===== src/rtl/sar_adc_pkg.sv =====
// Shared SAR converter definitions: converter word width and width helpers
// used by the result buffer and its FIFO.
package sar_adc_pkg;

    localparam int ADC_W = 8;

    // Encodes {write, read} so the FIFO bookkeeping can be one case statement.
    typedef enum logic [1:0] {
        FIFO_IDLE = 2'b00,
        FIFO_POP  = 2'b01,
        FIFO_PUSH = 2'b10,
        FIFO_BOTH = 2'b11
    } fifo_op_e;

    function automatic int clog2(input int value);
        int result;
        int v;
        result = 0;
        v      = value - 1;
        while (v > 0) begin
            result = result + 1;
            v      = v >> 1;
        end
        return result;
    endfunction

endpackage


===== src/rtl/sar_sync_fifo.sv =====
// Show-ahead synchronous FIFO with explicit level count and synchronous flush.
// A push while full is accepted only when a pop frees the head slot that cycle.
module sar_sync_fifo
    import sar_adc_pkg::*;
#(
    parameter  int W     = ADC_W,
    parameter  int DEPTH = 8,
    localparam int PTR_W = clog2(DEPTH),
    localparam int LVL_W = PTR_W + 1
) (
    input  logic             clk,
    input  logic             reset_in,
    input  logic             clear,
    input  logic             push,
    input  logic [W-1:0]     push_data,
    input  logic             pop,
    output logic [W-1:0]     head,
    output logic [LVL_W-1:0] level,
    output logic             full,
    output logic             empty
);

    logic [W-1:0]     mem_q [DEPTH];
    logic [PTR_W-1:0] wr_ptr_q, wr_ptr_d;
    logic [PTR_W-1:0] rd_ptr_q, rd_ptr_d;
    logic [LVL_W-1:0] level_q, level_d;
    logic             pop_en;
    logic             wr_en;
    fifo_op_e         op;

    assign full   = (level_q == LVL_W'(DEPTH));
    assign empty  = (level_q == '0);
    assign pop_en = pop && !empty;
    assign wr_en  = push && (!full || pop_en);
    assign op     = fifo_op_e'({wr_en, pop_en});

    always_comb begin
        // NOTE: every always_comb output gets a default first, so no path can infer a latch.
        wr_ptr_d = wr_ptr_q;
        rd_ptr_d = rd_ptr_q;
        level_d  = level_q;
        if (clear) begin
            wr_ptr_d = '0;
            rd_ptr_d = '0;
            level_d  = '0;
        end else begin
            case (op)
                FIFO_PUSH: begin
                    wr_ptr_d = wr_ptr_q + PTR_W'(1);
                    level_d  = level_q + LVL_W'(1);
                end
                FIFO_POP: begin
                    rd_ptr_d = rd_ptr_q + PTR_W'(1);
                    level_d  = level_q - LVL_W'(1);
                end
                FIFO_BOTH: begin
                    wr_ptr_d = wr_ptr_q + PTR_W'(1);
                    rd_ptr_d = rd_ptr_q + PTR_W'(1);
                end
                default: ;
            endcase
        end
    end

    always_ff @(posedge clk) begin
        // NOTE: sequential state uses non-blocking assignments so all flops update together.
        if (!reset_in) begin
            wr_ptr_q <= '0;
            rd_ptr_q <= '0;
            level_q  <= '0;
        end else begin
            wr_ptr_q <= wr_ptr_d;
            rd_ptr_q <= rd_ptr_d;
            level_q  <= level_d;
        end
    end

    // NOTE: storage is deliberately not reset; the level count decides which words are live.
    always_ff @(posedge clk) begin
        if (reset_in && !clear && wr_en) begin
            mem_q[wr_ptr_q] <= push_data;
        end
    end

    // Force zero when empty so stale storage never reaches the output.
    assign head  = empty ? '0 : mem_q[rd_ptr_q];
    assign level = level_q;

endmodule


===== src/rtl/sar_result_buffer.sv =====
// Captures SAR results on the rising edge of the valid strobe, block-averages
// 2^AVG_LOG2 of them and queues the averages for a valid/ready consumer.
module sar_result_buffer
    import sar_adc_pkg::*;
#(
    parameter  int DATA_W   = ADC_W,
    parameter  int AVG_LOG2 = 2,
    parameter  int DEPTH    = 8,
    localparam int LVL_W    = clog2(DEPTH) + 1
) (
    input  logic              clk,
    input  logic              reset_in,
    input  logic [DATA_W-1:0] result_in,
    input  logic              valid_in,
    input  logic              clear,
    output logic [DATA_W-1:0] out_data,
    output logic              out_valid,
    input  logic              out_ready,
    output logic [LVL_W-1:0]  level,
    output logic              overflow
);

    localparam int ACC_W = DATA_W + AVG_LOG2;
    // Keep the counter at least one bit wide; in pass-through it simply stays at zero.
    localparam int CNT_W = (AVG_LOG2 > 0) ? AVG_LOG2 : 1;
    localparam logic [CNT_W-1:0] CNT_MAX = CNT_W'((1 << AVG_LOG2) - 1);

    logic              valid_dly_q, valid_dly_d;
    logic [ACC_W-1:0]  acc_q, acc_d;
    logic [CNT_W-1:0]  cnt_q, cnt_d;
    logic              overflow_q, overflow_d;

    logic              sample;
    logic [ACC_W-1:0]  sum;
    logic [DATA_W-1:0] avg;
    logic              push;
    logic              pop;
    logic              fifo_full;
    logic              fifo_empty;

    assign sample = valid_in && !valid_dly_q;
    assign sum    = acc_q + ACC_W'(result_in);
    assign avg    = DATA_W'(sum >> AVG_LOG2);
    assign pop    = out_ready && !fifo_empty;

    always_comb begin
        valid_dly_d = valid_in;
        acc_d       = acc_q;
        cnt_d       = cnt_q;
        overflow_d  = overflow_q;
        push        = 1'b0;
        if (clear) begin
            acc_d      = '0;
            cnt_d      = '0;
            overflow_d = 1'b0;
        end else if (sample) begin
            if (cnt_q != CNT_MAX) begin
                acc_d = sum;
                cnt_d = cnt_q + CNT_W'(1);
            end else begin
                push  = 1'b1;
                acc_d = '0;
                cnt_d = '0;
                // The FIFO drops the word itself; only the sticky flag lives here.
                if (fifo_full && !pop) begin
                    overflow_d = 1'b1;
                end
            end
        end
    end

    always_ff @(posedge clk) begin
        if (!reset_in) begin
            valid_dly_q <= 1'b0;
            acc_q       <= '0;
            cnt_q       <= '0;
            overflow_q  <= 1'b0;
        end else begin
            valid_dly_q <= valid_dly_d;
            acc_q       <= acc_d;
            cnt_q       <= cnt_d;
            overflow_q  <= overflow_d;
        end
    end

    sar_sync_fifo #(
        .W     (DATA_W),
        .DEPTH (DEPTH)
    ) u_fifo (
        .clk       (clk),
        .reset_in  (reset_in),
        .clear     (clear),
        .push      (push),
        .push_data (avg),
        .pop       (pop),
        .head      (out_data),
        .level     (level),
        .full      (fifo_full),
        .empty     (fifo_empty)
    );

    assign out_valid = !fifo_empty;
    assign overflow  = overflow_q;

endmodule

===== config.mk =====
export PLATFORM = sky130hd
export DESIGN_NAME = sar_result_buffer
export DESIGN_NICKNAME = d
export VERILOG_FILES = /design/src/rtl/sar_adc_pkg.sv /design/src/rtl/sar_sync_fifo.sv /design/src/rtl/sar_result_buffer.sv
export SDC_FILE = /design/constraint.sdc
export NUM_CORES = 1
export LEC_CHECK = 0
export BUFFER_PORTS_ARGS = -buffer_cell sky130_fd_sc_hd__buf_4
export CAP_MARGIN = 30
export CORE_ASPECT_RATIO = 0.6
export CORE_MARGIN = 3
export CORE_UTILIZATION = 40
export DETAILED_ROUTE_END_ITERATION = 10
export HOLD_SLACK_MARGIN = 0.06
export SLEW_MARGIN = 5
export SYNTH_ARGS = -nofsm -noshare
export SYNTH_HDL_FRONTEND = slang
export SYNTH_SLANG_ARGS = --single-unit

===== constraint.sdc =====
create_clock -name clk -period 4.8 [get_ports clk]
set_clock_uncertainty 0.1 [all_clocks]
set_input_delay 0.24 -clock clk [delete_from_list [all_inputs] [get_ports clk]]
set_output_delay 0.24 -clock clk [all_outputs]
set_load 0.005 [all_outputs]

==> results of run 1 <==
where the power goes:
| group | total (uW) | switching (uW) | internal, uW |
|---|---|---|---|
| Combinational | 81.3 | 51.8 | 29.5 |
| Clock | 739 | 285 | 454 |
| Sequential | 852 | 2.15 | 850 |
| Total | 1670 | 339 | 1330 |
how the worst max path moves through the flow:
stage	end	slack [ns]	cells after the start
final	u_fifo.mem_q[1][0]	1.82	6
after global routing	u_fifo.mem_q[1][6]	1.63	6
after CTS	u_fifo.mem_q[3][2]	1.46	5
after detailed placement	u_fifo.mem_q[3][3]	1.50	5
after global placement	u_fifo.mem_q[5][0]	1.74	5
after floorplan	u_fifo.mem_q[1][0]	2.40	5
logic make-up (layout without fill, tap and decap cells):
family	count (synthesis)	after routing	synth area share
AOI/OAI and AO/OA	57	57	0.0918
xor gates and xnor gates	9	9	0.0188
buffers and inverters	23	60	0.0226
DFF	91	91	0.586
and+or+nand+nor	99	99	0.120
muxes	27	27	0.112
adders and majority gates	15	15	0.0483
sequential cells by signal, summed over array words and instances (netlist names), named ones only:
signal and count:
acc_q 10, cnt_q 2, overflow 1, u_fifo.level 4
u_fifo.mem_q 64, u_fifo.rd_ptr_q 3, u_fifo.wr_ptr_q 3, valid_dly_q 1
cell usage after synthesis, drive strengths merged (9+ instances only):
cell type,instances,area share
a21oi,17,0.020
dfxtp,27,0.13
edfxtp,64,0.46
ha,13,0.039
inv,9,0.0080
mux2i,10,0.024
mux4,16,0.086
nand2,19,0.017
nand2b,9,0.014
nor2,28,0.025
nor3,9,0.011
o21ai,10,0.013
per-layer routing:
layer  track usage  up-vias  part of all wire
met5             0        -                 0
met4        0.0430        0            0.0050
met3        0.0467        4             0.054
met2         0.228       60              0.43
met1         0.234     1307              0.51
li1              -     1298                 -
stage by stage:
| stage | total power, uW | hold WS (ns) | utilization | setup slack [ns] | area (um2) |
|---|---|---|---|---|---|
| final | 1670 | 0.0757 | 0.490 | 1.82 | 4920 |
| after CTS | 1690 | 0.0618 | 0.487 | 1.46 | 4900 |
| after global placement | 948 | 0.344 | 0.451 | 1.74 | 4530 |
| after global routing | 1740 | 0.0796 | 0.490 | 1.63 | 4920 |
| after floorplan | 920 | 0.262 | - | 2.40 | 4200 |
| after detailed placement | 949 | 0.349 | 0.455 | 1.50 | 4570 |
repair_timing:
| action | in CTS | in global routing |
|---|---|---|
| resized for setup | 0 | 0 |
| endpoints found under the hold margin | 1 | 0 |
| hold buffers | 1 | 0 |
cell type report:
cell class,instances,area (um2),share of cell area
clock buffers,9,225,0.0457
multi-input cells,207,1650,0.336
well taps,135,169,0.0343
flip-flops and latches,91,2460,0.500
inverters,9,33.8,0.00686
clock inverters,7,92.6,0.0188
repair buffers,35,288,0.0584
==> results.sh, run 1 <==
export IMPL_critPathTopFamily="simple AND/OR/NAND/NOR gates"
export IMPL_grtUsageTotal=0.158
export IMPL_worstSetupPathType="register to register"
export IMPL_dieWidth_um=138
export IMPL_ir_drop_mv=0.221
export IMPL_grt_pass1_vias=2632
export IMPL_worst_ep_required_time_ns=4.75
export IMPL_min_to="valid_dly_q"
export IMPL_period_share=0.621
export IMPL_hpwl_mm=6.28
export IMPL_root_buffer="clkbuf_16"
export IMPL_clockBufferDepth=2
export IMPL_yosysSeqAreaShare=0.586
export IMPL_htree_levels=3
export IMPL_syn_nets=349
export IMPL_start_util=0.418
export IMPL_cpPeakStageDelay_ns=0.54
export IMPL_startpoint_type="register"
export IMPL_period_needed_ns=2.98
export IMPL_whs_path_depth=2
export IMPL_grt_max_degree=26
export IMPL_dr_first_iter_drc_count=172
export IMPL_synthArstFlopShare=0
export IMPL_routedWlPerCell_um=17.8
export IMPL_r2r_end="u_fifo.mem_q[1][0]"
export IMPL_final_cell_mix="edfxtp_1 (64), buf_4 (30), nor2_1 (28), dfxtp_1 (27), nand2_1 (19)"
export IMPL_vias_per_cell=5.41
export IMPL_core_um2=10100
export IMPL_ant_nets=0
export IMPL_setup_viol=0
export IMPL_antenna_cells=0
export IMPL_routabilityCongestion=0.831
export IMPL_synth_top_flop_cell="edfxtp_1"
export IMPL_crit_chain="ha_1, and4bb_2, a21boi_1, nand2_1, nor3_1, buf_2"
export IMPL_drt_wl_total_mm=8.75
export IMPL_timing_fmax_ghz=0.335
export IMPL_slew_viol_final=0
export IMPL_p_leak_uw=0.00173
export IMPL_synth_seq_cells=91
export IMPL_dp_cells=474
export IMPL_clock_sinks=91
export IMPL_fin_nets=381
export IMPL_ff2ff_path_depth=6
export IMPL_synth_edf_count=64
export IMPL_r2r_start="cnt_q[0]"
export IMPL_status="complete, no violations"
export IMPL_endpoint_kind="register"
export IMPL_rsz0062_at_grt="false"
export IMPL_worstHoldStart="reset_in"
export IMPL_avgSynthCellArea_um2=13.1
export IMPL_grt_pass1_wl_mm=14.3
export IMPL_fillers=863
export IMPL_drive_gt1_frac=0.204
export IMPL_io_buffers=26
export IMPL_worst_path_buf_inv=1
export IMPL_vias=2669
export IMPL_rrSetupSlack_ns=1.82
export IMPL_synth_distinct_cells=55
export IMPL_drc_errors=0
export IMPL_final_cells=493
export IMPL_final_common_cell="edfxtp_1"
export IMPL_worstPathMaxFanout=17
export IMPL_antenna_found_initial=0
export IMPL_post_cts_repair_setup_buffers=0
export IMPL_die_h_um=85.4
export IMPL_relSlewSlack=0.384
export IMPL_placementRows=28
export IMPL_synth_area_um2=4200
export IMPL_ys_warn_count=0
export IMPL_synthCells=321
export IMPL_grt_ovfl_total=0
export IMPL_setup_worst_path_start="cnt_q[0]"
export IMPL_cp_arrival_ns=2.93
export IMPL_hold_class="primary input to register"
export IMPL_num_io_pins=27
export IMPL_maxCapViolations=0
export IMPL_crit_slowest_cell="nor3_1"
export IMPL_cts_tree="yes"
export IMPL_cts_clk_slew_worst_paths_ns=0.06
export IMPL_tightest_slew_ns=0.920
export IMPL_cts_made_buffers=9
export IMPL_tns_ns=0
export IMPL_dr_pass1_iters=4
export IMPL_hold_violations=0
export IMPL_insertion_delay_ns=0.34
export IMPL_dieArea_um2=11800
export IMPL_flow_area_growth_from_synthesis_pct=17.2
export IMPL_power_density_nw_per_um2=340
No activity file was read; power rests on OpenSTA's default activity.
==> run 2: changes to the inputs <==
--- a/config.mk
+++ b/config.mk
@@ -5,6 +5,7 @@
 export SDC_FILE = /design/constraint.sdc
 export NUM_CORES = 1
 export LEC_CHECK = 0
+export ABC_AREA = 1
 export BUFFER_PORTS_ARGS = -buffer_cell sky130_fd_sc_hd__buf_4
 export CAP_MARGIN = 30
 export CORE_ASPECT_RATIO = 0.6
==> constraint.sdc (replaced) <==
create_clock -name clk -period 3.11 [get_ports clk]
set_clock_uncertainty 0.1 [all_clocks]
set_input_delay 0.1555 -clock clk [delete_from_list [all_inputs] [get_ports clk]]
set_output_delay 0.1555 -clock clk [all_outputs]
set_load 0.005 [all_outputs]
==> run 2 against run 1 <==
  * Core utilization down 0.54 points
  * Critical endpoint is now u_fifo.mem_q[6][4]
  * Sequential power up 55%
  * Count of clock-buffer cells in the layout grew 2
  * Largest cell class unchanged
  * Register-to-register slack worse by 1.0 ns
  * First-iteration DRC count is 55% higher
  * Final area fell by 2.1%
  * Sequential cell count unchanged
==> results.sh, run 2 <==
export IMPL_worst_ep_required_time_ns=2.98
export IMPL_clock_sinks=91
export IMPL_regMostFlops="u_fifo.mem_q"
export IMPL_synth_top_area_cell="edfxtp_1"
export IMPL_timing_fmax_ghz=0.425
export IMPL_drc_errors=0
export IMPL_whs_path_depth=4
export IMPL_dr_first_iter_drc_count=267
export IMPL_dieWidth_um=137
export IMPL_relSlewSlack=0.447
export IMPL_synth_most_common_cell="nor2_1"
export IMPL_cts_made_buffers=9
export IMPL_clockBufferDepth=2
export IMPL_io_buffers=26
export IMPL_yosysTopAreaCellShare=0.465
export IMPL_cts_clk_slew_worst_paths_ns=0.07
export IMPL_setup_viol=0
export IMPL_start_util=0.415
export IMPL_startpoint_type="primary input"
export IMPL_endpoint_kind="register"
export IMPL_synth_edf_count=64
export IMPL_grt_ovfl_total=0
export IMPL_power_density_nw_per_um2=538
export IMPL_htree_levels=3
export IMPL_die_h_um=84.7
export IMPL_synth_top_flop_cell="edfxtp_1"
export IMPL_root_buffer="clkbuf_16"
export IMPL_cp_arrival_ns=2.23
export IMPL_maxCapViolations=0
export IMPL_grtUsageTotal=0.175
export IMPL_synthArstFlopShare=0
export IMPL_tightest_slew_ns=0.828
export IMPL_drive_gt1_frac=0.133
export IMPL_insertion_delay_ns=0.34
export IMPL_syn_nets=448
export IMPL_grt_pass1_vias=2754
export IMPL_synth_area_um2=4130
export IMPL_synthCells=420
export IMPL_largest_register_ffs=64
export IMPL_placed_cell_area_um2=4480
export IMPL_p_leak_uw=0.00189
export IMPL_synth_distinct_cells=36
export IMPL_dieArea_um2=11600
export IMPL_routabilityCongestion=0.814
export IMPL_period_share=0.757
export IMPL_flow_area_growth_from_synthesis_pct=16.6
export IMPL_avgSynthCellArea_um2=9.84
export IMPL_vias_per_cell=5.09
export IMPL_status="complete, no violations"
export IMPL_synth_seq_cells=91
export IMPL_ctsResizeCount=0
export IMPL_cts_tree="yes"
export IMPL_ys_warn_count=0
export IMPL_num_io_pins=27
export IMPL_worstSetupPathType="primary input to register"
export IMPL_rsz0062_at_grt="false"
export IMPL_hpwl_mm=6.73
export IMPL_grt_pass1_wl_mm=15.1
export IMPL_final_common_cell="nor2_1"
export IMPL_ys_top_cells_by_area="edfxtp_1 (46%), dfxtp_1 (13%), nor2_1 (7.0%), o21ai_0 (5.9%), nand2_1 (4.4%)"
export IMPL_antenna_cells=0
export IMPL_hold_violations=0
export IMPL_routedWlPerCell_um=16.2
export IMPL_drt_wl_total_mm=9.58
export IMPL_antenna_found_initial=0
export IMPL_ant_nets=0
export IMPL_hold_class="primary input to register"
export IMPL_ir_drop_mv=0.364
export IMPL_worstPathMaxFanout=15
export IMPL_final_cell_mix="nor2_1 (77), edfxtp_1 (64), o21ai_0 (49), nand2_1 (48), inv_1 (38)"
export IMPL_post_cts_repair_setup_buffers=0
export IMPL_ff2ff_path_depth=9
export IMPL_grt_max_degree=33
export IMPL_fin_nets=480
export IMPL_tns_ns=0
export IMPL_yosysSeqAreaShare=0.596
export IMPL_synthTopCellsByCount="nor2_1 (77), edfxtp_1 (64), o21ai_0 (49)"
export IMPL_vias=3016
export IMPL_fin_area_um2=4820
export IMPL_dr_pass1_iters=5
export IMPL_placementRows=28
export IMPL_period_needed_ns=2.35
export IMPL_slew_viol_final=0
export IMPL_core_um2=9950
-- run 2: changes by cell type after synthesis, moves of 10 or more --
cell,before,now
nor2_1,28,77
o21ai_0,9,49
inv_1,9,38
nand2_1,19,48
mux4_2,16,0
nand3_1,5,20
mux2i_1,10,0
-- run 2: per-layer routing --
layer | vias up | wire [um] | track usage
met1 | 1394 | 4870 | 0.277
met4 | 0 | 82 | 0.0480
li1 | 1506 | - | -
met2 | 107 | 3810 | 0.228
met3 | 9 | 811 | 0.0533
met5 | - | 0 | 0
-- run 2: worst paths after layout --
check                                          end  slack (ns)  startpoint
worst max-delay path            u_fifo.mem_q[6][4]        0.76    valid_in
worst min-delay path            u_fifo.wr_ptr_q[1]         0.1       clear
worst max register to register            acc_q[4]        0.82    acc_q[0]
worst min register to register            acc_q[0]        0.37    acc_q[0]
-- run 2: worst max-delay path, stage by stage --
cell and delay (ns):
dlygate4sd3_1 0.53, buf_4 0.11, nand2_2 0.20, nor3_2 0.24, nand2_2 0.14, or2_4 0.28
nor2_1 0.56
-- run 2: area by class of cell --
class | count | area [um2]
Clock buffer | 11 | 254
Inverter | 40 | 150
Sequential cell | 91 | 2460
Fill cell | 918 | 5130
Multi-Input combinational cell | 277 | 1470
Clock inverter | 5 | 65.1
Timing Repair Buffer | 33 | 253
Tap cell | 135 | 169
-- run 2: where the power goes --
part	internal [uW]	switching, uW
Clock	682	461
Combinational	44.6	90.0
Sequential	1310	3.43
-- run 2: cell families after synthesis --
family	count (synthesis)	synth area share
compound gates	91	0.120
fa+ha+maj	15	0.0490
xor+xnor	4	0.00848
flops	91	0.596
buf+inv	52	0.0496
simple gates	167	0.178
-- run 2: metrics by stage --
stage               power, uW  instances  utilization  worst slack, ns  hold WS [ns]
floorplan                1420        420            -             1.13         0.149
global placement         1470        574        0.450            0.931         0.258
detailed placement       1480        574        0.450            0.853         0.261
CTS                      2610        592        0.484            0.785        0.0911
global route             2690        592        0.484            0.558         0.110
finish                   2590        592        0.484            0.755        0.0965
-- run 2: what timing repair did --
action,CTS,global route
setup endpoints to repair,0,0
hold buffers,2,0
endpoints found under the hold margin,1,0
==> run 3: changes to the inputs <==
==> constraint.sdc (replaced) <==
create_clock -name clk -period 2.5 [get_ports clk]
set_clock_uncertainty 0.1 [all_clocks]
set_input_delay 0.125 -clock clk [delete_from_list [all_inputs] [get_ports clk]]
set_output_delay 0.125 -clock clk [all_outputs]
set_load 0.005 [all_outputs]
==> run 3 against run 2 <==
  * Die area unchanged
  * Final area increased by 1.1%
  * Count of clock-buffer cells in the layout increased by 1
  * Sequential share of layout area fell by 0.56 points
  * Final cell count increased by 1.9%
  * Sequential power is 24% higher
  * Combinational power is 20% higher
  * Core utilization up 0.54 points
  * First-iteration DRC count is 12% lower
  * Worst hold slack got worse by 0.023 ns
==> results.sh, run 3 (synthesis results as in run 2) <==
export IMPL_status="complete, no violations"
export IMPL_start_util=0.415
export IMPL_post_cts_repair_setup_buffers=0
export IMPL_final_cell_mix="nor2_1 (77), edfxtp_1 (64), o21ai_0 (49), nand2_1 (48), buf_4 (42)"
export IMPL_root_buffer="clkbuf_16"
export IMPL_worstPathMaxFanout=15
export IMPL_cts_made_buffers=9
export IMPL_insertion_delay_ns=0.34
export IMPL_fin_nets=491
export IMPL_drt_wl_total_mm=9.11
export IMPL_rrSetupSlack_ns=0.32
export IMPL_period_needed_ns=2.24
export IMPL_final_cells=603
export IMPL_dr_first_iter_drc_count=234
export IMPL_fillers=942
export IMPL_dp_cells=585
export IMPL_grt_ovfl_total=0
export IMPL_hold_class="primary input to register"
export IMPL_drc_errors=0
export IMPL_clockBufferDepth=2
export IMPL_dr_pass1_iters=4
export IMPL_postCtsHoldBufs=2
export IMPL_grt_pass1_wl_mm=14.9
export IMPL_post_place_ws_ns=0.317
export IMPL_core_um2=9950
export IMPL_rsz0062_at_grt="false"
export IMPL_tns_ns=0
export IMPL_maxCapViolations=0
export IMPL_flow_area_growth_from_synthesis_pct=17.9
export IMPL_drive_gt1_frac=0.154
export IMPL_r2r_start="cnt_q[0]"
export IMPL_ctsResizeCount=0
export IMPL_regMostFlops="u_fifo.mem_q"
export IMPL_endpoint_kind="register"
export IMPL_p_leak_uw=0.00193
export IMPL_period_share=0.897
export IMPL_vias=3012
export IMPL_cts_clk_slew_worst_paths_ns=0.06
export IMPL_vias_per_cell=5.00
export IMPL_ir_drop_mv=0.337
export IMPL_grt_max_degree=33
export IMPL_cp_arrival_ns=2.37
export IMPL_final_common_cell="nor2_1"
export IMPL_whs_ns=0.0739
export IMPL_routedWlPerCell_um=15.1
export IMPL_io_buffers=26
export IMPL_ant_nets=0
export IMPL_timing_fmax_ghz=0.446
export IMPL_placementRows=28
export IMPL_die_h_um=84.7
export IMPL_setup_viol=0
export IMPL_cts_tree="yes"
export IMPL_power_density_nw_per_um2=635
export IMPL_ff2ff_path_depth=13
export IMPL_dieWidth_um=137
export IMPL_startpoint_type="primary input"
export IMPL_slew_viol_final=0
export IMPL_tightest_slew_ns=0.549
export IMPL_grtUsageTotal=0.170
export IMPL_setup_worst_path_start="valid_in"
export IMPL_worstSetupPathType="primary input to register"
export IMPL_htree_levels=3
export IMPL_clock_sinks=91
export IMPL_largest_register_ffs=64
export IMPL_dieArea_um2=11600
export IMPL_layout_setup_ws_ns=0.259
export IMPL_hpwl_mm=6.16
export IMPL_worst_ep_required_time_ns=2.63
export IMPL_grt_pass1_vias=2844
export IMPL_routabilityCongestion=0.786
export IMPL_num_io_pins=27
export IMPL_hold_violations=0
export IMPL_antenna_cells=0
export IMPL_endpoint="u_fifo.level[3]"
export IMPL_relSlewSlack=0.634
export IMPL_antenna_found_initial=0
export IMPL_r2r_end="u_fifo.level[3]"
==> run 3: worst min-delay path by stage <==
stage | start | endpoint | slack (ns) | depth (start not counted)
2_1_floorplan | valid_in | valid_dly_q | 0.12 | 2
3_3_place_gp | valid_in | valid_dly_q | 0.23 | 3
3_5_place_dp | valid_in | valid_dly_q | 0.23 | 3
4_1_cts | result_in[0] | acc_q[0] | 0.06 | 4
5_1_grt | result_in[0] | acc_q[0] | 0.11 | 4
6_report | result_in[0] | acc_q[0] | 0.07 | 4
==> run 3: through the flow <==
stage | power [uW] | util | area [um2]
after floorplan | 1760 | - | 4130
after global placement | 1820 | 0.459 | 4560
after detailed placement | 1830 | 0.459 | 4560
after CTS | 3140 | 0.490 | 4870
after global routing | 3230 | 0.490 | 4870
final | 3090 | 0.490 | 4870
==> run 3: cell type report <==
| cell class | count | area [um2] | share of cell area |
|---|---|---|---|
| multi-input cells | 277 | 1470 | 0.301 |
| well taps | 135 | 169 | 0.0347 |
| clock buffers | 12 | 256 | 0.0526 |
| flip-flops and latches | 91 | 2460 | 0.505 |
| inverters | 40 | 150 | 0.0308 |
| repair buffers | 44 | 335 | 0.0688 |
| clock inverters | 4 | 33.8 | 0.00693 |
==> run 3: critical path: stages <==
cell and delay, ns:
dlygate4sd3_1 0.54, buf_4 0.14, nand2_2 0.25, nor3_2 0.10, or2_4 0.29, inv_1 0.09, ha_1 0.23, nand2_1 0.07
nand2_1 0.05, a21oi_1 0.15, o21bai_1 0.15, nand3_1 0.10, nand2_1 0.07, nor2_1 0.03
==> run 3: power by group <==
group	internal (uW)	switching (uW)	total, uW
Combinational	57.9	104	162
Clock	737	559	1300
Sequential	1630	4.02	1640
Total	2430	667	3090
==> run 3: routing by layer <==
| metal | share of wire | track usage |
|---|---|---|
| met4 | 0.013 | 0.0525 |
| met2 | 0.41 | 0.235 |
| met1 | 0.52 | 0.262 |
| met3 | 0.049 | 0.0431 |
| met5 | 0 | 0 |
